==> config.mk <==
export PLATFORM = sky130hd
export DESIGN_NAME = gear_shift_ctrl
export DESIGN_NICKNAME = d
export VERILOG_FILES = /design/src/rtl/gear_pkg.sv /design/src/rtl/shift_timer.sv /design/src/rtl/gear_shift_ctrl.sv
export SDC_FILE = /design/constraint.sdc
export NUM_CORES = 1
export LEC_CHECK = 0
export CAP_MARGIN = 0
export CORE_MARGIN = 10
export CORE_UTILIZATION = 55
export DETAILED_ROUTE_END_ITERATION = 10
export GPL_TIMING_DRIVEN = 0
export PLACE_DENSITY = 0.84
export SYNTH_ARGS = -nofsm -noshare
export SYNTH_HDL_FRONTEND = slang
export SYNTH_HIERARCHICAL = 1
export SYNTH_SLANG_ARGS = --single-unit
export TNS_END_PERCENT = 20
==> constraint.sdc <==
create_clock -name clk -period 9.8 [get_ports clk]
set_clock_uncertainty 0.1 [all_clocks]
set_input_delay 0.98 -clock clk [delete_from_list [all_inputs] [get_ports clk]]
set_output_delay 0.98 -clock clk [all_outputs]
set_load 0.01 [all_outputs]
==> src/rtl/gear_pkg.sv <==
// Shared types and defaults for the gear shift controller: lever mode
// encoding, FSM state type, threshold/hysteresis/dwell defaults and a
// saturating subtract helper used for the downshift thresholds.
package gear_pkg;

  typedef enum logic [1:0] {
    MODE_P = 2'b00,
    MODE_N = 2'b01,
    MODE_R = 2'b10,
    MODE_D = 2'b11
  } mode_e;

  typedef enum logic [2:0] {
    ST_PARK,
    ST_NEUTRAL,
    ST_REVERSE,
    ST_DRIVE,
    ST_SHIFTING
  } state_e;

  localparam int unsigned DEF_UP_THR1   = 20;
  localparam int unsigned DEF_UP_THR2   = 40;
  localparam int unsigned DEF_UP_THR3   = 60;
  localparam int unsigned DEF_HYST      = 5;
  localparam int unsigned DEF_SHIFT_DLY = 8;

  // a - b, clamped at zero so a small threshold never wraps to a huge one
  function automatic logic [7:0] sat_sub(input logic [7:0] a, input logic [7:0] b);
    return (a > b) ? (a - b) : 8'd0;
  endfunction

  // Lever mode that a settled state corresponds to; SHIFTING only occurs in D
  function automatic mode_e state_mode(input state_e s);
    case (s)
      ST_PARK:    return MODE_P;
      ST_NEUTRAL: return MODE_N;
      ST_REVERSE: return MODE_R;
      default:    return MODE_D;
    endcase
  endfunction

  function automatic state_e mode_state(input mode_e m);
    case (m)
      MODE_P:  return ST_PARK;
      MODE_N:  return ST_NEUTRAL;
      MODE_R:  return ST_REVERSE;
      default: return ST_DRIVE;
    endcase
  endfunction

endpackage

==> src/rtl/shift_timer.sv <==
// Dwell countdown for the gear shift controller. A load starts the count
// at load_val; it then decrements to zero. done marks the last dwell cycle
// (count == 1), so a load of N keeps the owner busy for exactly N cycles.
module shift_timer #(
  parameter int unsigned WIDTH = 8
) (
  input  logic             clk,
  input  logic             reset,
  input  logic             load,
  input  logic [WIDTH-1:0] load_val,
  output logic [WIDTH-1:0] count,
  output logic             done
);

  logic [WIDTH-1:0] r_count;

  // Load on request, otherwise count down and park at zero
  always_ff @(posedge clk) begin
    // NOTE: sequential state uses non-blocking assignments so every register
    // samples pre-edge values regardless of block ordering.
    if (reset) begin
      r_count <= '0;
    end else if (load) begin
      r_count <= load_val;
    end else if (r_count != '0) begin
      r_count <= r_count - WIDTH'(1);
    end
  end

  assign count = r_count;
  assign done  = (r_count == WIDTH'(1));

endmodule

==> src/rtl/gear_shift_ctrl.sv <==
// Gear selector / automatic shift controller. Arbitrates driver lever
// requests (P > N > R > D) against brake and speed interlocks, and in D
// steps the gear up/down one at a time with hysteresis, followed by a
// SHIFTING dwell timed by shift_timer.
// Optional feature: define GEAR_SHIFT_KICKDOWN_EN to enable a one-gear
// downshift on a kickdown rising edge while in DRIVE.
module gear_shift_ctrl
  import gear_pkg::*;
#(
  parameter int unsigned UP_THR1   = DEF_UP_THR1,
  parameter int unsigned UP_THR2   = DEF_UP_THR2,
  parameter int unsigned UP_THR3   = DEF_UP_THR3,
  parameter int unsigned HYST      = DEF_HYST,
  parameter int unsigned SHIFT_DLY = DEF_SHIFT_DLY
) (
  input  logic       clk,
  input  logic       reset,
  input  logic       sel_p,
  input  logic       sel_n,
  input  logic       sel_r,
  input  logic       sel_d,
  input  logic       brake,
  input  logic [7:0] speed,
  input  logic       kickdown,
  output logic [1:0] mode,
  output logic [1:0] gear,
  output logic       req_p,
  output logic       req_n,
  output logic       req_r,
  output logic       req_d,
  output logic       shift_busy,
  output logic       interlock
);

  state_e      r_state, w_state_nxt;
  logic [1:0]  r_gear, w_gear_nxt;
  logic [3:0]  r_req, w_req_nxt;       // indexed by mode_e
  logic        r_interlock, w_blocked;
  logic        w_load;
  logic        w_timer_done;
  logic [7:0]  w_dwell_cnt_unused;

  mode_e       w_cur_mode;
  mode_e       w_lev_mode;
  logic        w_lev_valid, w_lev_ok, w_accept;
  logic        w_up, w_dn, w_kick_dn;

  // Upshift threshold into gear g (g = 1..3); zero for gear 0
  function automatic logic [7:0] up_thr(input logic [1:0] g);
    case (g)
      2'd1:    return 8'(UP_THR1);
      2'd2:    return 8'(UP_THR2);
      2'd3:    return 8'(UP_THR3);
      default: return 8'd0;
    endcase
  endfunction

  assign w_cur_mode = state_mode(r_state);

  // Lever arbitration: fixed priority first, then the same-mode filter
  always_comb begin
    w_lev_valid = 1'b1;
    w_lev_mode  = MODE_D;
    if      (sel_p) w_lev_mode = MODE_P;
    else if (sel_n) w_lev_mode = MODE_N;
    else if (sel_r) w_lev_mode = MODE_R;
    else if (sel_d) w_lev_mode = MODE_D;
    else            w_lev_valid = 1'b0;
  end

  assign w_lev_ok = !(r_state == ST_PARK && !brake)
                 && !((w_lev_mode == MODE_P || w_lev_mode == MODE_R) && speed != 8'd0)
                 && !(r_state == ST_REVERSE && w_lev_mode == MODE_D && speed != 8'd0);

  assign w_accept = w_lev_valid && (w_lev_mode != w_cur_mode) && w_lev_ok;

  assign w_up = (r_gear != 2'd3) && (speed >= up_thr(r_gear + 2'd1));
  assign w_dn = (r_gear != 2'd0) && (speed <  sat_sub(up_thr(r_gear), 8'(HYST)));

`ifdef GEAR_SHIFT_KICKDOWN_EN
  logic r_kick_prev;

  // Previous kickdown level for rising-edge detection
  always_ff @(posedge clk) begin
    if (reset) r_kick_prev <= 1'b0;
    else       r_kick_prev <= kickdown;
  end

  assign w_kick_dn = kickdown && !r_kick_prev && (r_gear != 2'd0);
`else
  logic w_kick_unused;
  assign w_kick_unused = kickdown;
  assign w_kick_dn     = 1'b0;
`endif

  // State register plus the registered outputs (gear, command pulses, interlock)
  always_ff @(posedge clk) begin
    // NOTE: reset is sampled synchronously on the clock edge, so it only takes
    // effect at an edge and never creates an asynchronous path.
    if (reset) begin
      r_state     <= ST_PARK;
      r_gear      <= 2'd0;
      r_req       <= 4'b0000;
      r_interlock <= 1'b0;
    end else begin
      r_state     <= w_state_nxt;
      r_gear      <= w_gear_nxt;
      r_req       <= w_req_nxt;
      r_interlock <= w_blocked;
    end
  end

  // Next-state logic: lever changes win over gear shifts; SHIFTING ignores both
  always_comb begin
    // NOTE: every output of this block gets a default first so no path
    // leaves a signal unassigned and infers a latch.
    w_state_nxt = r_state;
    w_gear_nxt  = r_gear;
    w_req_nxt   = 4'b0000;
    w_blocked   = 1'b0;
    w_load      = 1'b0;
    if (r_state == ST_SHIFTING) begin
      if (w_timer_done) w_state_nxt = ST_DRIVE;
    end else if (w_accept) begin
      w_state_nxt           = mode_state(w_lev_mode);
      w_gear_nxt            = 2'd0;
      w_req_nxt[w_lev_mode] = 1'b1;
    end else begin
      w_blocked = w_lev_valid && (w_lev_mode != w_cur_mode);
      if (r_state == ST_DRIVE) begin
        if (w_kick_dn || w_dn) begin
          w_gear_nxt  = r_gear - 2'd1;
          w_state_nxt = ST_SHIFTING;
          w_load      = 1'b1;
        end else if (w_up) begin
          w_gear_nxt  = r_gear + 2'd1;
          w_state_nxt = ST_SHIFTING;
          w_load      = 1'b1;
        end
      end
    end
  end

  // Outputs decoded from the current state and registers
  always_comb begin
    mode       = w_cur_mode;
    shift_busy = (r_state == ST_SHIFTING);
    gear       = r_gear;
    req_p      = r_req[MODE_P];
    req_n      = r_req[MODE_N];
    req_r      = r_req[MODE_R];
    req_d      = r_req[MODE_D];
    interlock  = r_interlock;
  end

  shift_timer #(
    .WIDTH (8)
  ) u_shift_timer (
    .clk      (clk),
    .reset    (reset),
    .load     (w_load),
    .load_val (8'(SHIFT_DLY)),
    .count    (w_dwell_cnt_unused),
    .done     (w_timer_done)
  );

endmodule

==> reports/metrics.yaml, run 1 <==
yosysTopAreaCell: "dfxtp_1"
fmax_ghz: 0.246
synth-edff-count: 0
drcViolationCount: 0
drt_iter0_drc: 33
routed_wl_um: 3150
p_total_mw: 0.267
critical_path_required_ps: 9920
root_buffer: "clkbuf_4"
cts_resized: 0
crit_fanout: 8
final_nets: 219
synth_top_family_by_area: "simple AND/OR/NAND/NOR gates"
fin_tns_setup_ps: 0
wl_per_cell_um: 14.7
hold_viol_final: 0
grtUsageTotal: 0.127
seq_power_share: 0.371
fp.dieArea_um2: 4760
ant_nets: 0
start_kind: "input pin"
synthSimpleGateAreaFrac: 0.273
finalWeightedCongestion: 0.827
layout-drive-gt1-share: 0.102
overflow: 0
p_per_area_nw_per_um2: 161
swShare: 0.364
p_int_mw: 0.170
area_growth_pct: 25.3
cts.sinks: 18
synthAdderAreaFrac: 0.152
yosys_register_bits: 18
post-route-period-util: 0.415
fin_crit_ps: 4060
peakVddDrop_mv: 0.132
p_sw_mw: 0.0970
dr.pass1.iters: 4
finalMaxSlewViolations: 0
core_area_um2: 2250
whs_ps: 489
cts_hold_buf: 0
rows: 17
leakage_nw: 0.643
synthXorXnorAreaFrac: 0.0464
synthTopCellsByCount: "18 x dfxtp_1, 16 x ha_1, 16 x inv_1, 14 x nor2_1, 6 x xnor2_1"
via_per_inst: 5.50
crit_path_end_kind: "flip-flop"
start_util: 0.586
cts_tree: "done"
cts_setup_buffers: 0
post-route-util: 0.734
worstHoldPathType: "flip-flop to flip-flop"
antennaDiodeCount: 0
grt_pass1_vias: 1219
crit_arrival_ps: 4180
synth_cell_type_count: 46
boundaryPins: 26
synth_seq_area_share: 0.273
yosys-top-cells-area: "dfxtp_1 27%, ha_1 15%, inv_1 4.5%, nor2_1 4.0%, xnor2_1 4.0%"
synth_top_flop_cell: "dfxtp_1"
dp_hpwl_um: 2610
crit_type: "input pin to flip-flop"
setup_viol: 0
status: "complete, no violations"
fp.dieW_um: 69.0
vias: 1176
cts_buffer_depth: 2
synth.area.mux_share: 0.0152
numCtsBuffers: 3
num-fill-cells: 187
rsz0062_at_grt: "false"
synth.top_cell.area_share: 0.273
grt_max_degree: 11
clkTransAtPathRegs_ps: 110
grt_pass1_wl_um: 5310
netlist_instances: 152
synth_compound_area_frac: 0.163
synth.most_common_cell: "dfxtp_1"
antenna_found_initial: 0
synth_area_um2: 1320
cap_viol_max_count: 0
h-tree-depth: 1
yosys_warnings: 6
p_clk_frac: 0.171
die_h_um: 69.0
insertion_delay_ps: 300
synthArstFlopShare: 0
io_buffers: 24
synth.avg_cell_area_um2: 8.69
comb_power_share: 0.457
final timing paths:
check,cells after the start,slack [ps],start,end
worst max-delay path,14,5740,speed[5],u_shift_timer/count[6]
worst min-delay path,2,490,r_state[2],r_state[2]
worst max register to register,16,6090,gear[0],u_shift_timer/count[6]
worst min register to register,2,490,r_state[2],r_state[2]
registers in the layout (all words and copies together) (netlist names):
signal / flops
r_req: 4
interlock: 1
u_shift_timer/count: 8
r_state: 3
gear: 2
power groups by stage:
| stage | Sequential (mW) | Combinational [mW] | Clock [mW] |
|---|---|---|---|
| floorplan | 0.0978 | 0.0952 | 0 |
| global placement | 0.0997 | 0.114 | 0 |
| detailed placement | 0.101 | 0.122 | 0 |
| CTS | 0.0988 | 0.123 | 0.0462 |
| global route | 0.101 | 0.133 | 0.0495 |
| finish | 0.0991 | 0.122 | 0.0457 |
area by class of cell:
class,instances,area (um2),share of cell area
Timing Repair Buffer,24,240,0.145
Buffer,6,32.5,0.0197
Clock buffer,4,36.3,0.0219
Sequential cell,18,360,0.218
Inverter,17,63.8,0.0385
Tap cell,28,35.0,0.0212
Multi-Input combinational cell,117,887,0.536
worst max-delay path, stage by stage:
cell             delay [ps]
clkdlybuf4s50_1         480
ha_1                    220
or4_1                   570
a311oi_1                270
nor3_1                  140
o21ai_0                 240
nand2_1                 150
inv_1                    70
clkbuf_1                280
nand2b_1                200
nor4_4                   60
or2_1                   230
buf_6                   140
a211oi_2                140
through the flow:
stage	std cells	area (um2)	setup WS, ps
after global placement	210	1620	5630
after detailed placement	210	1620	5470
after global routing	214	1660	5460
final	214	1660	5740
after floorplan	158	1340	6310
after CTS	214	1660	5760
logic make-up (layout without fill, tap and decap cells):
group | count (synthesis) | count (layout)
buffers and inverters | 23 | 51
flip-flops | 18 | 18
multiplexers | 2 | 2
XOR/XNOR | 7 | 7
other | 2 | 8
AO/OA/AOI/OAI | 27 | 27
AND/OR/NAND/NOR | 57 | 57
adder cells (fa/ha/maj) | 16 | 16
cells in the final DEF, fill, tap and decap left out, types with 4 or more instances in the layout:
cell type        Yosys  routed
clkdlybuf4s50_1      0      24
dfxtp_1             18      18
inv_1               16      16
ha_1                16      16
nor2_1              14      14
conb_1               2       8
xnor2_1              6       6
nor3_1               5       5
nor4_1               4       4
a21oi_1              4       4
nor3b_1              4       4
or3_1                4       4
a211oi_2             4       4
routing by layer:
layer | wire length [um] | track usage | vias to the layer above
met5 | 0 | 0 | -
met4 | 77 | 0.0532 | 0
met3 | 210 | 0.0456 | 11
met2 | 1490 | 0.219 | 35
met1 | 1370 | 0.136 | 531
li1 | - | - | 599
No activity file was read; power rests on OpenSTA's default activity.
==> run 2, diff against run 1 <==
--- a/config.mk
+++ b/config.mk
@@ -7,10 +7,10 @@
 export LEC_CHECK = 0
 export CAP_MARGIN = 0
 export CORE_MARGIN = 10
-export CORE_UTILIZATION = 55
+export CORE_UTILIZATION = 46
 export DETAILED_ROUTE_END_ITERATION = 10
 export GPL_TIMING_DRIVEN = 0
-export PLACE_DENSITY = 0.84
+export PLACE_DENSITY = 0.75
 export SYNTH_ARGS = -nofsm -noshare
 export SYNTH_HDL_FRONTEND = slang
 export SYNTH_HIERARCHICAL = 1
==> constraint.sdc (replaced) <==
create_clock -name clk -period 3.62 [get_ports clk]
set_clock_uncertainty 0.1 [all_clocks]
set_input_delay 0.362 -clock clk [delete_from_list [all_inputs] [get_ports clk]]
set_output_delay 0.362 -clock clk [all_outputs]
set_load 0.01 [all_outputs]
==> run 2 against run 1 <==
  * Sequential power grew to 2.7 times the previous value
  * Worst hold slack worse by 6.1 ps
  * First-iteration DRC count grew 48%
  * Clock power rose to 2.8 times the previous value
  * Global-route usage shrank 0.82 points
  * Setup slack worse by 5500 ps
==> reports/metrics.yaml, run 2 (synthesis gave the netlist of run 1 again) <==
status: "complete, no violations"
layout-drive-gt1-share: 0.108  # +0.00596
final_area_um2: 1660  # unchanged
cts.sinks: 18  # unchanged
leakage_nw: 0.639  # -0.66%
h-tree-depth: 1  # unchanged
routed_wl_um: 3110  # -1.1%
start_kind: "flip-flop"
drcViolationCount: 0  # unchanged
dr.pass1.iters: 4  # unchanged
overflow: 0  # unchanged
final_nets: 218  # -0.46%
setup_viol: 0  # unchanged
area_growth_pct: 25.3  # unchanged
whs_ps: 483  # -6.09 ps
io_buffers: 24  # unchanged
peakVddDrop_mv: 0.405  # +210%
vias: 1184  # +0.68%
layout_common_cells: "24 x clkdlybuf4s50_1, 18 x dfxtp_1, 16 x ha_1"
drt_iter0_drc: 49  # +48%
antenna_found_initial: 0  # unchanged
hold_viol_final: 0  # unchanged
boundaryPins: 26  # unchanged
dp_cells: 213  # +1.4%
p_per_area_nw_per_um2: 436  # +170%
crit_fanout: 8  # unchanged
fin_cells: 216  # +0.93%
r2r_end: "u_shift_timer/count[3]"
clkTransAtPathRegs_ps: 100  # about the same
fin_tns_setup_ps: 0  # unchanged
r2r_slack_ps: 260  # -5830 ps
crit_arrival_ps: 3490  # -690 ps
cts_setup_buffers: 0  # unchanged
rows: 19  # +2
cap_viol_max_count: 0  # unchanged
worstHoldPathType: "flip-flop to flip-flop"
grt_max_degree: 11  # unchanged
grt_pass1_vias: 1227  # +0.66%
dpl_worst_slack_ps: -57.2  # -5520 ps
grtUsageTotal: 0.119  # -0.00821
holdCritStartpoint: "r_state[2]"
post-route-util: 0.600  # -0.134
final_common_cell: "clkdlybuf4s50_1"
largest_reg_flops: 8  # unchanged
core_area_um2: 2760  # +22%
endpoint: "u_shift_timer/count[3]"
fp.dieW_um: 73.6  # +6.6%
dpl-instance-area_um2: 1620  # +0.23%
p_total_mw: 0.722  # +170%
antennaDiodeCount: 0  # unchanged
start_util: 0.479  # -0.107
finalMaxSlewViolations: 0  # unchanged
cts_buffer_depth: 2  # unchanged
numCtsBuffers: 3  # unchanged
post-route-period-util: 0.929
die_h_um: 73.6  # +6.6%
dp_hpwl_um: 2520  # -3.3%
via_per_inst: 5.48  # -0.25%
setup_slack_ps: 257  # -5480 ps
finalWeightedCongestion: 0.802  # -3.0%
startpoint: "gear[0]"
ant_nets: 0  # unchanged
critical_path_required_ps: 3740  # -6180 ps
insertion_delay_ps: 310  # about the same
fp.dieArea_um2: 5420  # +14%
fin_crit_ps: 3360
rsz0062_at_grt: "false"
cts_tree: "done"
crit_type: "flip-flop to flip-flop"
r2r_cells: 15  # -1
grt_pass1_wl_um: 5220  # -1.6%
wl_per_cell_um: 14.4  # -2.1%
fmax_ghz: 0.297
crit_path_end_kind: "flip-flop"
r2r_start: "gear[0]"
root_buffer: "clkbuf_4"
==> run 2: cell types whose count changed in the layout (fill, tap and decap cells not counted) <==
cell	delta
clkbuf_1	-1
inv_1	-1
inv_2	+1
o21ai_0	-1
o21ai_1	+1
==> run 2: area by class of cell <==
class                           count  area [um2]
Buffer                              5        28.8
Clock buffer                        4        36.3
Fill cell                         262        1100
Inverter                           17        63.8
Multi-Input combinational cell    117         887
Sequential cell                    18         360
Tap cell                           31        38.8
Timing Repair Buffer               24         240
==> run 2: worst min-delay path by stage <==
stage,end,slack (ps),cells after the start
global route,r_state[2],530,2
detailed placement,r_state[2],470,2
floorplan,u_shift_timer/count[0],330,1
finish,r_state[2],480,2
global placement,r_state[2],450,2
CTS,r_state[2],480,2
==> run 2: critical path, stage by stage, from the launching register on <==
cell and delay [ps]:
dfxtp_1 390, inv_1 200, ha_1 180, nor2_1 40, ha_1 170, or4_1 570, a311oi_1 290, nor3_1 150
o21ai_1 180, nand2_1 130, inv_2 150, nand2b_1 170, nor4_4 60, or2_1 240, buf_6 140, a211oi_2 130
==> run 2: what timing repair did <==
action,CTS,global route
hold buffers,0,0
setup endpoints to repair,0,8
gates resized for setup,0,2
==> run 2: where the power goes <==
group | internal [mW] | switching (mW) | total (mW)
Clock | 0.0614 | 0.0661 | 0.128
Sequential | 0.230 | 0.0402 | 0.271
Combinational | 0.167 | 0.156 | 0.324
==> run 2: metal layers <==
| metal | share of wire | vias up | global-route usage |
|---|---|---|---|
| met5 | 0 | - | 0 |
| met4 | 0.015 | 0 | 0.0476 |
| met3 | 0.083 | 8 | 0.0458 |
| met2 | 0.48 | 33 | 0.203 |
| met1 | 0.42 | 540 | 0.128 |
| li1 | - | 603 | - |
